$ cat src/rtl/instr_mem_loader_pkg.sv
// Shared definitions for the nibble-organised instruction memory and its loader.
package instr_mem_loader_pkg;

    localparam int NIBBLE_WIDTH      = 4;
    localparam int INSTR_WIDTH       = 16;
    localparam int NIBBLES_PER_INSTR = 4;
    localparam int MEM_DEPTH_DEFAULT = 128;

    // Loader session states, also observed by the instruction memory and CPU top.
    typedef enum logic [2:0] {
        ST_IDLE      = 3'd0,
        ST_WAIT_WORD = 3'd1,
        ST_WRITE     = 3'd2,
        ST_DONE      = 3'd3,
        ST_ERROR     = 3'd4
    } loader_state_t;

    // Nibble k of an instruction, most significant nibble first.
    function automatic logic [NIBBLE_WIDTH-1:0] nibble_of(
        input logic [INSTR_WIDTH-1:0] word,
        input logic [1:0]             k
    );
        logic [NIBBLE_WIDTH-1:0] n;
        case (k)
            2'd0:    n = word[15:12];
            2'd1:    n = word[11:8];
            2'd2:    n = word[7:4];
            default: n = word[3:0];
        endcase
        return n;
    endfunction

endpackage

$ cat src/rtl/instr_mem_loader_serializer.sv
// Holds one instruction word and steps through its four nibbles, MSB nibble first.
module instr_nibble_serializer
    import instr_mem_loader_pkg::*;
(
    input  logic                    clk,
    input  logic                    rst,
    input  logic                    load,
    input  logic                    advance,
    input  logic [INSTR_WIDTH-1:0]  word_in,
    output logic [NIBBLE_WIDTH-1:0] nibble,
    output logic [1:0]              offset,
    output logic                    last_nibble
);

    logic [INSTR_WIDTH-1:0] word_q;
    logic [1:0]             index_q;

    // Capture a new word (index restarts at 0) or step to the next nibble.
    always_ff @(posedge clk) begin
        if (rst) begin
            word_q  <= '0;
            index_q <= '0;
        end else if (load) begin
            word_q  <= word_in;
            index_q <= '0;
        end else if (advance) begin
            index_q <= index_q + 2'd1;
        end
    end

    // Current nibble, its offset from the word base, and end-of-word flag.
    always_comb begin
        nibble      = nibble_of(word_q, index_q);
        offset      = index_q;
        last_nibble = (index_q == 2'(NIBBLES_PER_INSTR - 1));
    end

endmodule

$ cat src/rtl/instr_mem_loader.sv
// Serialises 16-bit instruction words from a valid/ready stream into nibble writes
// for the instruction memory, with range checking against the memory depth.
module instr_mem_loader
    import instr_mem_loader_pkg::*;
#(
    parameter int MEM_DEPTH   = MEM_DEPTH_DEFAULT,
    parameter int ADDR_WIDTH  = 16,
    parameter int COUNT_WIDTH = 16
) (
    input  logic                    Clock,
    input  logic                    Reset,
    input  logic                    Start,
    input  logic [ADDR_WIDTH-1:0]   StartAddress,
    input  logic [INSTR_WIDTH-1:0]  WordIn,
    input  logic                    WordValid,
    input  logic                    WordLast,
    output logic                    WordReady,
    output logic                    MemWriteEnable,
    output logic [ADDR_WIDTH-1:0]   MemWriteAddress,
    output logic [NIBBLE_WIDTH-1:0] MemWriteData,
    output logic                    Busy,
    output logic                    Done,
    output logic                    Error,
    output logic [COUNT_WIDTH-1:0]  WordCount
);

    localparam logic [ADDR_WIDTH:0] LAST_CELL = (ADDR_WIDTH + 1)'(MEM_DEPTH - 1);
    localparam logic [ADDR_WIDTH:0] WORD_SPAN = (ADDR_WIDTH + 1)'(NIBBLES_PER_INSTR - 1);

    loader_state_t state, state_nx;

    logic [ADDR_WIDTH-1:0]   base;
    logic [COUNT_WIDTH-1:0]  word_count;
    logic                    error_q;
    logic                    last_q;
    logic                    in_range;
    logic                    start_session;
    logic                    accept;
    logic                    set_error;
    logic                    word_done;
    logic [NIBBLE_WIDTH-1:0] ser_nibble;
    logic [1:0]              ser_offset;
    logic                    ser_last;

    instr_nibble_serializer u_serializer (
        .clk         (Clock),
        .rst         (Reset),
        .load        (accept),
        .advance     (state == ST_WRITE),
        .word_in     (WordIn),
        .nibble      (ser_nibble),
        .offset      (ser_offset),
        .last_nibble (ser_last)
    );

    // State register.
    always_ff @(posedge Clock) begin
        if (Reset) state <= ST_IDLE;
        else       state <= state_nx;
    end

    // Next-state decode and all stream/memory/status outputs.
    always_comb begin
        state_nx        = state;
        WordReady       = 1'b0;
        MemWriteEnable  = 1'b0;
        MemWriteAddress = '0;
        MemWriteData    = '0;
        Done            = 1'b0;
        start_session   = 1'b0;
        accept          = 1'b0;
        set_error       = 1'b0;
        word_done       = 1'b0;
        // Widened by one bit so a base near the top of the address space cannot wrap.
        in_range        = (({1'b0, base} + WORD_SPAN) <= LAST_CELL);

        unique case (state)
            ST_IDLE: begin
                if (Start) begin
                    start_session = 1'b1;
                    state_nx      = ST_WAIT_WORD;
                end
            end
            ST_WAIT_WORD: begin
                if (!in_range) begin
                    set_error = 1'b1;
                    state_nx  = ST_ERROR;
                end else begin
                    WordReady = 1'b1;
                    if (WordValid) begin
                        accept   = 1'b1;
                        state_nx = ST_WRITE;
                    end
                end
            end
            ST_WRITE: begin
                MemWriteEnable  = 1'b1;
                MemWriteAddress = base + ADDR_WIDTH'(ser_offset);
                MemWriteData    = ser_nibble;
                if (ser_last) begin
                    word_done = 1'b1;
                    state_nx  = last_q ? ST_DONE : ST_WAIT_WORD;
                end
            end
            ST_DONE: begin
                Done     = 1'b1;
                state_nx = ST_IDLE;
            end
            ST_ERROR: begin
                state_nx = ST_IDLE;
            end
            default: begin
                state_nx = ST_IDLE;
            end
        endcase
    end

    // Session datapath: write base, completed-word count, sticky error, last-word flag.
    always_ff @(posedge Clock) begin
        if (Reset) begin
            base       <= '0;
            word_count <= '0;
            error_q    <= 1'b0;
            last_q     <= 1'b0;
        end else begin
            if (start_session) begin
                base       <= StartAddress;
                word_count <= '0;
                error_q    <= 1'b0;
            end
            if (set_error) error_q <= 1'b1;
            if (accept)    last_q  <= WordLast;
            if (word_done) begin
                base       <= base + ADDR_WIDTH'(NIBBLES_PER_INSTR);
                word_count <= word_count + COUNT_WIDTH'(1);
            end
        end
    end

    // Status outputs.
    always_comb begin
        Busy      = (state != ST_IDLE);
        Error     = error_q;
        WordCount = word_count;
    end

endmodule
$ cat config.mk
export PLATFORM = sky130hd
export DESIGN_NAME = instr_mem_loader
export DESIGN_NICKNAME = d
export VERILOG_FILES = /design/src/rtl/instr_mem_loader_pkg.sv /design/src/rtl/instr_mem_loader_serializer.sv /design/src/rtl/instr_mem_loader.sv
export SDC_FILE = /design/constraint.sdc
export NUM_CORES = 1
export LEC_CHECK = 0
export CELL_PAD_IN_SITES_DETAIL_PLACEMENT = 0
export CELL_PAD_IN_SITES_GLOBAL_PLACEMENT = 1
export CORE_MARGIN = 10
export CORE_UTILIZATION = 36
export DETAILED_ROUTE_END_ITERATION = 6
export GPL_ROUTABILITY_DRIVEN = 1
export PLACE_DENSITY = 0.91
export SLEW_MARGIN = 20
export SYNTH_ARGS = -nofsm -noshare
export SYNTH_HDL_FRONTEND = slang
export SYNTH_SLANG_ARGS = --single-unit
$ cat constraint.sdc
create_clock -name Clock -period 2.41 [get_ports Clock]
set_clock_uncertainty 0.05 [all_clocks]
set_input_delay 0.241 -clock Clock [delete_from_list [all_inputs] [get_ports Clock]]
set_output_delay 0.241 -clock Clock [all_outputs]
set_load 0.01 [all_outputs]
==> flow_summary.toml, run 1 <==
[status]
status = "finished with violations"
violations = "negative setup slack"

[clock_network]
cts_tree = "yes"
cts_max_level = 2
cts_buffer_depth = 2
clockRootBuffer = "clkbuf_8"
clock_sinks = 55
cts_made_buffers = 5
worstSkewPairLatency_ns = 0.32
clk_pin_slew_ns = 0.12
hold_buffers = 0

[power]
leakage_nw = 1.85
powerDensity_nw_per_um2 = 464
ir_drop_v = 0.000265

[global_routing]
grt_pass1_vias = 3572
overflow = 0
gr-usage-all-layers = 0.163
grt_pass1_wl_um = 17900
antenna_found_initial = 0
grt_max_degree = 40

[setup_path]
cp_slowest_stage_delay_ns = 0.40
path_max_fanout = 4
path_cells = "nand4_4 -> or2_4 -> o41ai_4 -> nand4_2 -> nor4_2 -> buf_4 -> buf_6"
crit_family = "simple AND/OR/NAND/NOR gates"
path_class = "reg -> out"
critPathCaptureType = "output port"
crit_buf_inv = 2
cp_data_required_time_ns = 2.12
worstPathArrival_ns = 2.13
start_kind = "flop"
slowest_stage = "dfxtp_4"

[job]
maxCapViolations = 0

[drt]
drc_errors = 0
initialDrtViolationCount = 282
drt-total-wl_um = 11400
routedWlPerCell_um = 17.0
ant_nets = 0
post_drt_via_cell_ratio = 5.41
vias = 3633
dr.pass1.iters = 5

[min_path]
hp-class = "reg -> reg"

[yosys]
ys.flop_type = "dfxtp_1"
synth_top_area_share = 0.328
yosysWarnings = 0
synth.distinct_cells = 56
synth-seq-area-share = 0.328
synthArstFlopShare = 0
syn_area_per_cell_um2 = 7.73
syn_nets = 483
ys_seq_elements = 55
synth_area_um2 = 3350
synth_edf_count = 0
synthTopCellsByArea = "dfxtp_1 33%, nand2_1 7.3%, nor2_1 5.6%, a21oi_1 5.5%, mux2i_1 5.4%"
postSynthCellCount = 434
yosysTopAreaCell = "dfxtp_1"

[layout]
utilization = 0.542
diodes = 0
fin_nets = 609
multiInputGateArea_um2 = 2210
stdcell_count = 672
drive_above_1_share = 0.257
nFillCells = 838
area.growth.synth_to_final_pct = 48.0
design_area_um2 = 4960
seqCellArea_um2 = 1120

[timing]
slew_viol_final = 0
fin_ws_ns = -0.0138
finalCritPeriodShare = 1.01
max_freq_mhz = 413
rsz0062_at_grt = "true"
slew_headroom = 0.653
hold_violations = 0
final.min_clock_period_ns = 2.42
setup_viol_count_final = 4
worst_pin_slew_ns = 0.519

[place]
preCtsSetupSlack_ns = -0.117
placed_cell_area_um2 = 4620
place_congestion = 0.941
hpwl_um = 8260
portBuffers = 77
dp_cells = 656

[floorplanning]
die_area_um2 = 13600
pin_count = 78
rows = 35
core_area_um2 = 9150
die_x_um = 117
initial_utilization = 0.367
die_y_um = 117
## placed cells by master (no fill, tap or decap), drive strengths merged, types with 5 or more instances in the layout
| master | instances |
|---|---|
| a21oi | 37 |
| a221oi | 5 |
| a222oi | 6 |
| buf | 74 |
| clkbuf | 12 |
| clkdlybuf4s15 | 6 |
| clkdlybuf4s50 | 57 |
| dfxtp | 55 |
| dlygate4sd2 | 5 |
| ha | 11 |
| inv | 15 |
| mux2i | 18 |
| nand2 | 65 |
| nand3 | 16 |
| nand4 | 7 |
| nor2 | 50 |
| nor3 | 15 |
| o211ai | 9 |
| o21ai | 17 |
| or2 | 7 |
| or3 | 13 |
| xnor2 | 9 |
## layout make-up
| type | count | share of cell area |
|---|---|---|
| clock buffers | 5 | 0.0139 |
| clock inverters | 3 | 0.00630 |
| inverters | 13 | 0.00983 |
| multi-input cells | 336 | 0.445 |
| flip-flops and latches | 55 | 0.227 |
| well taps | 111 | 0.0280 |
| repair buffers | 149 | 0.270 |
## power breakdown
group          switching, W  internal [W]  total [W]
Clock              0.000360      0.000222   0.000582
Combinational      0.000362      0.000341   0.000702
Sequential        0.0000569      0.000961    0.00102
## cells in the mapped netlist, types with 2 or more instances
cell	instances
nor4_1	3
a21oi_1	37
a22oi_1	2
a21o_1	2
xor2_1	4
mux2i_1	18
nand4_2	2
buf_6	2
ha_1	11
o21ai_0	15
o211ai_1	9
or2_2	6
dfxtp_1	55
nand2_1	65
inv_1	12
nor2_1	50
and2_1	2
nand2b_1	2
and4_1	3
nor2b_1	3
a32oi_1	2
nand4_1	5
a222oi_1	6
nand3_1	16
o31ai_1	4
nor3_1	15
and3_1	4
xnor2_1	9
buf_1	3
or3_1	13
o21ai_1	2
a221oi_1	5
mux2_2	2
buf_2	5
clkbuf_1	19
## stage by stage
stage | hold slack (ns) | setup TNS (ns) | power, W
floorplan | 0.327 | 0 | 0.00136
global placement | 0.394 | -0.190 | 0.00165
detailed placement | 0.399 | -0.301 | 0.00166
CTS | 0.417 | -0.347 | 0.00224
global route | 0.431 | -1.10 | 0.00241
finish | 0.418 | -0.0305 | 0.00230
## cells by family after synthesis
family | after synthesis | share of synthesized area
AOI/OAI and AO/OA | 96 | 0.195
DFF | 55 | 0.328
adders and majority gates | 12 | 0.0470
muxes | 20 | 0.0604
xor gates and xnor gates | 13 | 0.0339
and+or+nand+nor | 195 | 0.280
buffers and inverters | 43 | 0.0556
## worst register-to-register path: cells and delay by family, from the launching register on
kind	cells	cell delay, ns
AND/OR/NAND/NOR	4	0.86
buffers and inverters	3	0.51
flip-flops	1	0.40
AO/OA/AOI/OAI	1	0.34
multiplexers	1	0.18
## layer usage
layer / share of wire / vias to the layer above / GRT usage
li1: - / 1796 / -
met1: 0.42 / 1733 / 0.196
met2: 0.49 / 94 / 0.276
met3: 0.070 / 10 / 0.0529
met4: 0.011 / 0 / 0.0346
met5: 0 / - / 0
## worst paths after layout
kind	from	end	slack [ns]	cells after the start
worst min register to register	u_serializer.word_q[9]	u_serializer.word_q[9]	0.42	2
worst max register to register	base[3]	u_serializer.word_q[12]	-0.01	9
worst max-delay path	base[3]	WordReady	-0.01	7
worst min-delay path	u_serializer.word_q[9]	u_serializer.word_q[9]	0.42	2
## sequential cells by signal (all words and copies together) (netlist names)
| name | count |
|---|---|
| u_serializer.offset | 2 |
| base | 16 |
| Error | 1 |
| state | 3 |
| WordCount | 16 |
| last_q | 1 |
| u_serializer.word_q | 16 |
## repair_timing
action	in CTS	in global routing
cloned	0	3
pin swaps	7	12
setup endpoints to repair	20	43
setup buffers	2	4
gates resized for setup	46	59
Note: power is estimated with default switching activity, not from simulation.
==> run 2: changes to the inputs <==
--- a/config.mk
+++ b/config.mk
@@ -5,6 +5,7 @@
 export SDC_FILE = /design/constraint.sdc
 export NUM_CORES = 1
 export LEC_CHECK = 0
+export CAP_MARGIN = 5
 export CELL_PAD_IN_SITES_DETAIL_PLACEMENT = 0
 export CELL_PAD_IN_SITES_GLOBAL_PLACEMENT = 1
 export CORE_MARGIN = 10
==> results of run 2 <==
The final DEF is identical to that of run 1; final timing and power are the same.
